$ cat src/rtl/amber48_uart_rx.sv
// amber48 8N1 UART receiver: mid-bit sampling, valid/ready byte output,
// sticky frame-error and overrun flags.
`timescale 1ns / 1ps

module amber48_uart_rx #(
    parameter int CLOCK_FREQ_HZ = 27_000_000,
    parameter int BAUD_RATE     = 115_200
) (
    input  logic       sys_clk,
    input  logic       rst_sync_n,
    input  logic       rx_i,
    output logic [7:0] data_o,
    output logic       valid_o,
    input  logic       ready_i,
    output logic       frame_err_o,
    output logic       overrun_o,
    input  logic       err_clr_i,
    output logic       busy_o
);

    localparam int CLKS_PER_BIT = CLOCK_FREQ_HZ / BAUD_RATE;
    localparam int CW = $clog2(CLKS_PER_BIT);
    localparam logic [CW-1:0] HALF_LD = CW'(CLKS_PER_BIT / 2 - 1);
    localparam logic [CW-1:0] FULL_LD = CW'(CLKS_PER_BIT - 1);

    typedef enum logic [2:0] {
        IDLE,
        START,
        DATA,
        STOP,
        BRK
    } state_t;

    state_t        state;
    state_t        state_nxt;
    logic          sync1;
    logic          rx_s;
    logic          rx_prev;
    logic [1:0]    fill;
    logic [CW-1:0] cnt;
    logic [2:0]    bit_idx;
    logic [7:0]    shreg;
    logic          cnt_zero;
    logic          fall;
    logic          load_half;
    logic          load_full;
    logic          shift_en;
    logic          byte_done;
    logic          frame_set;

    assign cnt_zero = (cnt == '0);
    // fill gates edge detection until the pipeline holds real pin samples
    assign fall = (fill == 2'd3) && rx_prev && !rx_s;

    always_ff @(posedge sys_clk or negedge rst_sync_n) begin
        if (!rst_sync_n) begin
            sync1   <= 1'b1;
            rx_s    <= 1'b1;
            rx_prev <= 1'b1;
            fill    <= 2'd0;
        end else begin
            sync1   <= rx_i;
            rx_s    <= sync1;
            rx_prev <= rx_s;
            if (fill != 2'd3) fill <= fill + 2'd1;
        end
    end

    always_ff @(posedge sys_clk or negedge rst_sync_n) begin
        if (!rst_sync_n) begin
            state  <= IDLE;
            busy_o <= 1'b0;
        end else begin
            state  <= state_nxt;
            busy_o <= (state_nxt != IDLE);
        end
    end

    always_comb begin
        state_nxt = state;
        unique case (state)
            IDLE:  if (fall) state_nxt = START;
            START: if (cnt_zero) state_nxt = rx_s ? IDLE : DATA;
            DATA:  if (cnt_zero && bit_idx == 3'd7) state_nxt = STOP;
            STOP:  if (cnt_zero) state_nxt = rx_s ? IDLE : BRK;
            BRK:   if (rx_s) state_nxt = IDLE;
            default: state_nxt = IDLE;
        endcase
    end

    always_comb begin
        load_half = 1'b0;
        load_full = 1'b0;
        shift_en  = 1'b0;
        byte_done = 1'b0;
        frame_set = 1'b0;
        unique case (state)
            IDLE:  load_half = fall;
            START: load_full = cnt_zero && !rx_s;
            DATA: begin
                shift_en  = cnt_zero;
                load_full = cnt_zero;
            end
            STOP: begin
                byte_done = cnt_zero && rx_s;
                frame_set = cnt_zero && !rx_s;
            end
            default: ;
        endcase
    end

    always_ff @(posedge sys_clk or negedge rst_sync_n) begin
        if (!rst_sync_n) begin
            cnt     <= '0;
            bit_idx <= 3'd0;
            shreg   <= 8'd0;
        end else begin
            if (load_half) cnt <= HALF_LD;
            else if (load_full) cnt <= FULL_LD;
            else if (!cnt_zero) cnt <= cnt - 1'b1;
            if (state != DATA) bit_idx <= 3'd0;
            else if (shift_en) bit_idx <= bit_idx + 3'd1;
            if (shift_en) shreg <= {rx_s, shreg[7:1]};
        end
    end

    // a set event in the same cycle as err_clr_i takes priority
    always_ff @(posedge sys_clk or negedge rst_sync_n) begin
        if (!rst_sync_n) begin
            data_o      <= 8'd0;
            valid_o     <= 1'b0;
            frame_err_o <= 1'b0;
            overrun_o   <= 1'b0;
        end else begin
            if (byte_done && (!valid_o || ready_i)) begin
                data_o  <= shreg;
                valid_o <= 1'b1;
            end else if (valid_o && ready_i) begin
                valid_o <= 1'b0;
            end
            if (byte_done && valid_o && !ready_i) overrun_o <= 1'b1;
            else if (err_clr_i) overrun_o <= 1'b0;
            if (frame_set) frame_err_o <= 1'b1;
            else if (err_clr_i) frame_err_o <= 1'b0;
        end
    end

endmodule
$ cat config.mk
export PLATFORM = sky130hd
export DESIGN_NAME = amber48_uart_rx
export DESIGN_NICKNAME = d
export VERILOG_FILES = /design/src/rtl/amber48_uart_rx.sv
export SDC_FILE = /design/constraint.sdc
export NUM_CORES = 1
export LEC_CHECK = 0
export BUFFER_PORTS_ARGS = -buffer_cell sky130_fd_sc_hd__buf_2
export CORE_MARGIN = 8
export CORE_UTILIZATION = 33
export CTS_BUF_LIST = sky130_fd_sc_hd__clkbuf_4 sky130_fd_sc_hd__clkbuf_8
export CTS_CLUSTER_DIAMETER = 40
export CTS_CLUSTER_SIZE = 25
export DETAILED_ROUTE_END_ITERATION = 10
export GPL_TIMING_DRIVEN = 0
export HOLD_SLACK_MARGIN = 0.03
export PLACE_DENSITY = 0.57
export SYNTH_ARGS = -nofsm -noshare
export SYNTH_HDL_FRONTEND = slang
export SYNTH_SLANG_ARGS = --single-unit
$ cat constraint.sdc
create_clock -name sys_clk -period 3 [get_ports sys_clk]
set_clock_uncertainty 0.15 [all_clocks]
set_input_delay 0.45 -clock sys_clk [delete_from_list [all_inputs] [get_ports sys_clk]]
set_output_delay 0.45 -clock sys_clk [all_outputs]
set_load 0.01 [all_outputs]
==> results.py <==
metrics = {
    "pwr": {
        "p_seq_frac": 0.480,
        "power_switching_uw": 411,
        "ir_drop_mv": 0.493,
        "power_uw": 1370,
        "power_density_nw_per_um2": 668,
        "clkPwrFrac": 0.317,
        "p_sw_frac": 0.299,
        "cellLeakagePower_uw": 0.000965,
        "pwr-share-comb": 0.203,
        "p_int_uw": 963,
    },
    "logic_synthesis": {
        "ys_seq_area_frac": 0.552,
        "yosysWarnings": 0,
        "syn_nets": 153,
        "synth.most_common_cell": "dfrtp_1",
        "synth_top_area_cell": "dfrtp_1",
        "synthCells": 144,
        "synth_area_leaders": "dfrtp_1, mux2_4, mux2_2",
        "syn_area_per_cell_um2": 12.3,
        "synth_top_area_share": 0.507,
        "syn_area_um2": 1780,
        "ys_types": 40,
        "ys_top_cells_by_count": "dfrtp_1, nand2_1, mux2_2",
        "synth_ff_type": "dfrtp_1",
        "synth-edff-count": 0,
        "synth.ff_latch_count": 39,
        "ys_async_sr_fraction": 1.00,
    },
    "sta": {
        "fin_crit_ps": 2550,
        "rsz0062_at_grt": "false",
        "period_share": 0.850,
        "worst_slack_ps": 451,
        "relSlewSlack": 0.191,
        "finalHoldViolCount": 0,
        "final-setup-viol-count": 0,
        "slew_violations": 0,
        "tightest_slew_ps": 1200,
        "fmax_ghz": 0.392,
        "whs_ps": 106,
        "fin_tns_setup_ps": 0,
    },
    "clocking": {
        "cts.path.max_buffers": 2,
        "holdBufCountCts": 0,
        "cts_max_level": 2,
        "post_cts_buffers": 0,
        "clock_sinks": 39,
        "clk_root_buffer_cell": "clkbuf_8",
        "clk_latency_ps": 290,
        "cts_tree": "built",
        "numCtsBuffers": 5,
        "cts_resized": 0,
        "path_clk_slew_ps": 80,
    },
    "placement": {
        "numPortBuffers": 16,
        "place_ws_ps": 478,
        "hpwlAfterDp_mm": 2.32,
        "gp_congestion": 0.795,
        "placed_area_um2": 1940,
    },
    "global_routing": {
        "antenna_found_initial": 0,
        "track_usage": 0.0934,
        "grt_max_degree": 40,
        "grt_pass1_wl_mm": 5.71,
        "grt_overflow": 0,
        "grt_pass1_vias": 1211,
    },
    "setup_path": {
        "crit_arrival_ps": 2560,
        "crit_family": "simple AND/OR/NAND/NOR gates",
        "cpMaxStageDelayCell": "nor4_1",
        "worst-endpoint-required_ps": 3010,
        "r2r_cells": 4,
        "path_buf_inv": 0,
        "cp.depth": 4,
        "start_kind": "register",
        "r2r_start": "cnt[2]$_DFFE_PN0P_",
        "path_cells": "nor4_1 > o2111ai_1 > nand2_1 > a211oi_1",
        "slowest_delay_ps": 1030,
        "cp_max_fo": 7,
        "crit_path_start": "cnt[2]$_DFFE_PN0P_",
        "crit_type": "reg -> reg",
        "cp-end-kind": "register",
    },
    "floorplanning": {
        "fp.dieH_um": 89.4,
        "ios": 17,
        "die-area_um2": 7980,
        "die_w_um": 89.4,
        "coreArea_um2": 5140,
        "rows": 26,
        "start_util": 0.345,
    },
    "detailed_routing": {
        "num_vias": 1131,
        "drt_wl_total_mm": 3.27,
        "antenna_left": 0,
        "viasPerCell": 4.75,
        "dr.pass1.iters": 4,
        "wl_per_cell_um": 13.8,
        "dr.first_iter.drc_count": 108,
        "drc_errors": 0,
    },
    "run": {
        "cap_viol_max_count": 0,
    },
    "finish": {
        "drive_above_1_share": 0.315,
        "nets": 176,
        "final_cell_area_um2": 2060,
        "nFillCells": 516,
        "diodes": 0,
        "syn2layout_area_growth_pct": 15.8,
    },
    "worst_hold_path": {
        "hold_path_class": "in -> async",
    },
    "status": {
        "status": "completed",
    },
}
[worst reg2reg max path, cell delays in order, from the launching register on]
cell,delay (ps)
dfrtp_1,420
nor4_1,1030
o2111ai_1,530
nand2_1,230
a211oi_1,70
[area by class of cell]
class	instances	area [um2]	area share
Timing Repair Buffer	16	80.1	0.0390
Inverter	6	22.5	0.0110
Multi-Input combinational cell	96	751	0.365
Buffer	3	22.5	0.0110
Sequential cell	39	980	0.477
Clock buffer	5	68.8	0.0335
Tap cell	70	87.6	0.0426
Clock inverter	3	43.8	0.0213
[kinds of logic (layout without fill, tap and decap cells)]
kind of cell,Yosys count,in the layout,share of synthesized area
compound gates,19,19,0.0648
xor+xnor,5,5,0.0247
fa+ha+maj,4,4,0.0282
buf+inv,9,33,0.0254
flops,39,39,0.552
mux,20,20,0.142
simple gates,48,48,0.163
[cell usage in the layout, fill, tap and decap left out, types with 4 or more instances in the layout]
| master | count |
|---|---|
| a21oi_1 | 8 |
| mux2_2 | 9 |
| nand2_1 | 11 |
| nand2b_1 | 4 |
| dfrtp_1 | 36 |
| inv_1 | 6 |
| mux2_4 | 8 |
| ha_1 | 4 |
| clkbuf_8 | 5 |
| nor2_1 | 8 |
| buf_2 | 16 |
[power groups by stage]
| stage | sequential [uW] | combinational (uW) | clock, uW |
|---|---|---|---|
| floorplan | 656 | 211 | 0 |
| global placement | 665 | 262 | 0 |
| detailed placement | 671 | 278 | 0 |
| CTS | 660 | 282 | 447 |
| global route | 673 | 321 | 472 |
| finish | 660 | 279 | 435 |
[registers in the layout, indices dropped and copies added (netlist names), 2 cells and up]
signal   cells
cnt          8
shreg        8
data_o       8
state        3
fill         2
bit_idx      3
[metal layers]
layer,up-vias,GRT usage,part of all wire
met5,-,0,0
met4,0,0.0393,0.012
met3,4,0.0377,0.047
met2,21,0.147,0.48
met1,549,0.110,0.46
li1,557,-,-
[final timing paths]
check	to	slack [ps]
worst max-delay path	cnt[1]$_DFFE_PN0P_	450
worst min-delay path	fill[1]$_DFFE_PN0P_	110
worst max register to register	cnt[1]$_DFFE_PN0P_	450
worst min register to register	rx_s$_DFF_PN1_	210
max in group asynchronous	cnt[2]$_DFFE_PN0P_	2060
min in group sys_clk	sync1$_DFF_PN1_	110
[per-stage QoR]
step | instances | utilization
global route | 238 | 0.400
finish | 238 | 0.400
detailed placement | 230 | 0.378
global placement | 230 | 0.378
floorplan | 144 | -
CTS | 238 | 0.400
Note: power is estimated with default switching activity, not from simulation.
